==> config.mk <==
export PLATFORM = sky130hd
export DESIGN_NAME = serial_addsub
export DESIGN_NICKNAME = d
export VERILOG_FILES = /design/src/rtl/serial_addsub_pkg.sv /design/src/rtl/serial_addsub_fa_cell.sv /design/src/rtl/serial_addsub.sv
export SDC_FILE = /design/constraint.sdc
export NUM_CORES = 1
export LEC_CHECK = 0
export BUFFER_PORTS_ARGS = -buffer_cell sky130_fd_sc_hd__buf_2
export CAP_MARGIN = 10
export CORE_MARGIN = 1
export CORE_UTILIZATION = 52
export CTS_CLUSTER_SIZE = 24
export DETAILED_ROUTE_END_ITERATION = 7
export PLACE_DENSITY = 0.76
export SYNTH_ARGS = -nofsm -noshare
export SYNTH_HDL_FRONTEND = slang
export SYNTH_SLANG_ARGS = --single-unit
export TNS_END_PERCENT = 50
==> constraint.sdc <==
create_clock -name clk -period 2.03 [get_ports clk]
set_clock_uncertainty 0.2 [all_clocks]
set_input_delay 0.406 -clock clk [delete_from_list [all_inputs] [get_ports clk]]
set_output_delay 0.406 -clock clk [all_outputs]
set_load 0.01 [all_outputs]
==> src/rtl/serial_addsub_pkg.sv <==
// Shared types and constants for the bit-serial add/sub unit.
// Also provides the saturation constants used when SERIAL_ADDSUB_SAT_EN is defined.
package serial_addsub_pkg;

  typedef enum logic {
    IDLE  = 1'b0,
    SHIFT = 1'b1
  } state_t;

  // Widest operand the saturation helpers can describe.
  localparam int SAT_MAX_W = 64;

  localparam int DEFAULT_WIDTH = 4;
  localparam int DEFAULT_CNT_W = $clog2(DEFAULT_WIDTH);

  // Bit-counter width for a given operand width (WIDTH >= 2).
  function automatic int cnt_width(input int width);
    return $clog2(width);
  endfunction

  // Largest positive value, 0111..1, zero-extended to SAT_MAX_W.
  function automatic logic [SAT_MAX_W-1:0] sat_pos(input int width);
    logic [SAT_MAX_W-1:0] v;
    v = '0;
    for (int i = 0; i < SAT_MAX_W; i++) begin
      if (i < width - 1) v[i] = 1'b1;
    end
    return v;
  endfunction

  // Most negative value, 1000..0, zero-extended to SAT_MAX_W.
  function automatic logic [SAT_MAX_W-1:0] sat_neg(input int width);
    logic [SAT_MAX_W-1:0] v;
    v = '0;
    for (int i = 0; i < SAT_MAX_W; i++) begin
      if (i == width - 1) v[i] = 1'b1;
    end
    return v;
  endfunction

endpackage

==> src/rtl/serial_addsub_fa_cell.sv <==
// Single combinational full-adder cell shared by every bit position of the serial datapath.
module serial_fa_cell (
  input  logic a,
  input  logic b,
  input  logic cin,
  output logic s,
  output logic cout
);

  assign s    = a ^ b ^ cin;
  assign cout = (a & b) | (a & cin) | (b & cin);

endmodule

==> src/rtl/serial_addsub.sv <==
// Bit-serial two's-complement adder/subtractor, one bit per clock, LSB first.
// Optional build macro: SERIAL_ADDSUB_SAT_EN (saturate Y on signed overflow).
module serial_addsub
  import serial_addsub_pkg::*;
#(
  parameter int WIDTH = 4
) (
  input  logic             clk,
  input  logic             rst_n,
  input  logic             start,
  input  logic [WIDTH-1:0] A,
  input  logic [WIDTH-1:0] B,
  input  logic             M,
  output logic             busy,
  output logic             done,
  output logic [WIDTH-1:0] Y,
  output logic             Ovrflw
);

  localparam int CNT_W = cnt_width(WIDTH);

  state_t             state_q;
  state_t             state_d;
  logic [WIDTH-1:0]   a_sh;
  logic [WIDTH-1:0]   b_sh;
  logic [WIDTH-1:0]   r_sh;
  logic [WIDTH-1:0]   r_next;
  logic [WIDTH-1:0]   y_final;
  logic [CNT_W-1:0]   cnt;
  logic               carry;
  logic               sum_bit;
  logic               carry_out;
  logic               last_bit;
  logic               ovf_now;

  serial_fa_cell u_fa (
    .a    (a_sh[0]),
    .b    (b_sh[0]),
    .cin  (carry),
    .s    (sum_bit),
    .cout (carry_out)
  );

  assign last_bit = (cnt == CNT_W'(WIDTH - 1));
  assign r_next   = {sum_bit, r_sh[WIDTH-1:1]};
  // On the MSB edge the flop holds the carry into the MSB; the cell gives the carry out.
  assign ovf_now  = carry ^ carry_out;
  assign busy     = (state_q == SHIFT);

`ifdef SERIAL_ADDSUB_SAT_EN
  localparam logic [SAT_MAX_W-1:0] SAT_POS_FULL = sat_pos(WIDTH);
  localparam logic [SAT_MAX_W-1:0] SAT_NEG_FULL = sat_neg(WIDTH);
  localparam logic [WIDTH-1:0]     SAT_POS      = SAT_POS_FULL[WIDTH-1:0];
  localparam logic [WIDTH-1:0]     SAT_NEG      = SAT_NEG_FULL[WIDTH-1:0];

  // At the MSB edge a_sh[0] is the sign bit of the latched A.
  assign y_final = ovf_now ? (a_sh[0] ? SAT_NEG : SAT_POS) : r_next;
`else
  assign y_final = r_next;
`endif

  // NOTE: every variable driven here gets a default first, so no latch is inferred.
  always_comb begin
    state_d = state_q;
    case (state_q)
      IDLE:    if (start)    state_d = SHIFT;
      SHIFT:   if (last_bit) state_d = IDLE;
      default: state_d = IDLE;
    endcase
  end

  // NOTE: sequential state uses non-blocking assignments so every flop sees pre-edge values.
  always_ff @(posedge clk) begin
    if (!rst_n) begin
      state_q <= IDLE;
    end else begin
      state_q <= state_d;
    end
  end

  always_ff @(posedge clk) begin
    if (!rst_n) begin
      a_sh   <= '0;
      b_sh   <= '0;
      r_sh   <= '0;
      carry  <= 1'b0;
      cnt    <= '0;
      done   <= 1'b0;
      Y      <= '0;
      Ovrflw <= 1'b0;
    end else begin
      done <= 1'b0;
      case (state_q)
        IDLE: begin
          if (start) begin
            a_sh  <= A;
            b_sh  <= B ^ {WIDTH{M}};
            carry <= M;
            cnt   <= '0;
          end
        end
        SHIFT: begin
          r_sh  <= r_next;
          a_sh  <= a_sh >> 1;
          b_sh  <= b_sh >> 1;
          carry <= carry_out;
          cnt   <= cnt + CNT_W'(1);
          if (last_bit) begin
            Y      <= y_final;
            Ovrflw <= ovf_now;
            done   <= 1'b1;
          end
        end
        default: ;
      endcase
    end
  end

endmodule

==> metrics.csv <==
stage;metric;value;unit
floorplanning;row count;15;
power_and_ir_drop;clock network power share;0.263;
timing;slew margin rel.;0.729;
power_and_ir_drop;pwr dens;698;mW/mm^2
grt;first-pass GRT wire length;2640;um
routing;drt first pass iters;4;
worst_hold_path;hold crit path type;in2reg;
grt;met3 Track Usage GR;0.0360;
floorplanning;core area;0.00173;mm^2
grt;most used routing layer;met2;
logic_synthesis;Distinct cells, synth;25;
cells_and_area;ANT cells;0;
worst_hold_path;Hold Path Stages;3;
worst_setup_path;crit path buf inv count;2;
cells_and_area;commonest cells after routing, fill and taps aside;dfxtp_1 (21), buf_2 (18), mux2i_1 (8), a21oi_1 (8), nand3_1 (7);
worst_setup_path;critical path peak fanout;8;
cells_and_area;share of cells above drive strength 1;0.264;
worst_setup_path;CP peak stage delay;0.35;ns
timing;Fmax;652;MHz
timing;Slew @ Worst Pin;0.406;ns
run;maxcap violations;0;
cells_and_area;nets;125;
logic_synthesis;syn_area_per_cell;10.1;um^2
worst_setup_path;startpoint types;flip-flop;
cts;CTS H-tree lvls;1;
floorplanning;die width;44.7;um
grt;vias in the first global route;577;
worst_setup_path;worst reg-to-reg setup slack;0.54;ns
routing;vias;706;
logic_synthesis;top cell type's share of synthesized area;0.443;
worst_hold_path;worst hold path startpoint;A[3];
power_and_ir_drop;Int Power;0.555;mW
logic_synthesis;Post-Syn Nets;108;
cts;post-CTS resize count;0;
timing;setup_tns;0;ns
worst_setup_path;Worst EP required;1.42;ns
worst_hold_path;Worst Hold Path EP;a_sh[3];
worst_setup_path;worst reg2reg path endpoint;Ovrflw;
floorplanning;Initial Util;0.550;
logic_synthesis;number of synthesized register bits;21;
grt;GRT Residual Overflow;0;
cts;root buffer cell;clkbuf_4;
timing;Hold Vio Cnt, Final;0;
routing;Residual DRC;0;
worst_setup_path;critical path arrival;0.93;ns
cts;worst skew pair latency;0.29;ns
timing;minimum clock period;1.53;ns
timing;Slew Viols, Final;0;
outcome;status;complete, no violations;
worst_setup_path;Slowest cell on crit path;dfxtp_1;
logic_synthesis;register area share after synthesis;0.443;
power_and_ir_drop;Switch Pwr;0.187;mW
routing;WL final;1570;um
routing;Detailed Route Iter0 Violations;12;
cts;clock buffer count from CTS;3;
timing;count of final setup violators;0;
power_and_ir_drop;combinational power share;0.135;
placed_design;RePlAce Congestion;0.690;
power_and_ir_drop;LEAKAGE;0.442;nW
cts;Sink Count;21;
routing;post-route ant nets;0;
grt;largest net degree at the start of global routing;27;
cts;clock transition at the registers of the reported paths;0.12;ns
cells_and_area;Synth-to-Final Area Change;11.9;%
logic_synthesis;Synth area leader;dfxtp_1;
worst_setup_path;crit end category;output pin;
worst_setup_path;CP Launch Point;busy;
placed_design;input/output buffers;18;
timing;Fin Hold WS;0.145;ns
logic_synthesis;Synthesis Warnings;0;
power_and_ir_drop;Sw Ratio;0.252;
floorplanning;die height;44.7;um
cts;# hold bufs at CTS;0;
logic_synthesis;Synth area leaders;dfxtp_1 (44%), mux2i_1 (8.4%), xnor2_1 (4.6%);
grt;initial antenna violation count;0;
worst_setup_path;critical path class;reg2out;
logic_synthesis;Syn Std Cell Area;950;um^2
cts;CTS max path bufs;2;
power_and_ir_drop;VDD IR max;0.000440;V
routing;via/cell ratio;5.23;
floorplanning;Die ar.;0.00200;mm^2
cells_and_area;most common cell after layout, fill and taps aside;dfxtp_1;
placed_design;dpl hpwl;1080;um
grt;GRT met2 Usage;0.262;
power_and_ir_drop;power consumption;0.742;mW
cts;CTS tree;yes;
worst_setup_path;FF-to-FF path depth;3;
power_and_ir_drop;Sequential Power Share;0.601;
grt;grt met1 use;0.258;
worst_setup_path;cell breakdown of the critical path;buf_4 > buf_2;
logic_synthesis;synthesized instance count;94;
timing;unrepaired setup endpoints after global routing;false;
grt;All-Layer GR Usage;0.176;
timing;final critical-path share of the clock period;0.755;
worst_setup_path;FF-to-FF Start;carry;
worst_setup_path;kind of cell adding the most delay to the critical path;flip-flops;
floorplanning;# IOs;19;
routing;Wirelength per Cell;11.6;um
cts;postcts setup bufs;0;
worst min-delay path, delay by kind of cell:
kind / cells / cell delay, ns
buffers and inverters: 1 / 0.07
multiplexers: 1 / 0.05
AND/OR/NAND/NOR: 1 / 0.07
logic make-up after synthesis:
family | count (synthesis) | synth area share
muxes | 8 | 0.0843
and+or+nand+nor | 26 | 0.169
AOI/OAI and AO/OA | 22 | 0.162
xor gates and xnor gates | 5 | 0.0461
buffers and inverters | 10 | 0.0619
adders and majority gates | 2 | 0.0343
DFF | 21 | 0.443
Yosys cell counts (all sizes together):
library cell and n:
dfxtp 21, a21oi 8, buf 8, mux2i 8
nand3 7, a211oi 5, nor2 5, xnor2 5
a21bo 4, nor2b 4, nand4bb 3, o211ai 3
inv 2, nand2b 2, or3b 2, a311oi 1
and3 1, fa 1, ha 1, nand2 1
nand3b 1, o21ai 1
power by group through the flow:
stage               Sequential (mW)  Combinational (mW)  Clock [mW]
floorplan                     0.454              0.0780           0
finish                        0.446               0.100       0.195
CTS                           0.446               0.102       0.198
detailed placement            0.455               0.101           0
global placement              0.454              0.0978           0
global route                  0.450               0.112       0.222
sequential cells by signal (all words and copies together) (netlist names):
register,flops
b_sh,4
cnt,2
done,1
busy,1
Ovrflw,1
a_sh,4
carry,1
r_sh,3
Y,4
metrics by stage:
step           cell area [um^2]  setup slack [ns]   util  cells
6_report                   1060             0.497  0.615    135
4_1_cts                    1060             0.477  0.615    135
5_1_grt                    1060             0.407  0.615    135
2_1_floorplan               950             0.614      -     94
3_5_place_dp               1030             0.556  0.599    131
3_3_place_gp               1030             0.605  0.599    131
per-layer routing:
metal  up-vias  part of all wire
met1       330              0.51
li1        363                 -
met2        11              0.46
met4         0            0.0089
met5         -                 0
met3         2             0.029
worst max path at each step:
stage                   to  slack, ns  cells past startpoint
floorplan           Ovrflw       0.61                      3
CTS                   busy       0.48                      2
global placement    Ovrflw       0.60                      3
detailed placement  Ovrflw       0.56                      3
finish                busy       0.50                      2
global route          busy       0.41                      2
area by class of cell:
type,count,area [um^2]
well taps,25,31.3
clock inverters,1,5.00
multi-input cells,63,470
inverters,2,7.51
flip-flops and latches,21,420
fillers,167,664
clock buffers,3,22.5
repair buffers,20,105
(Power assumes the default switching activity.)
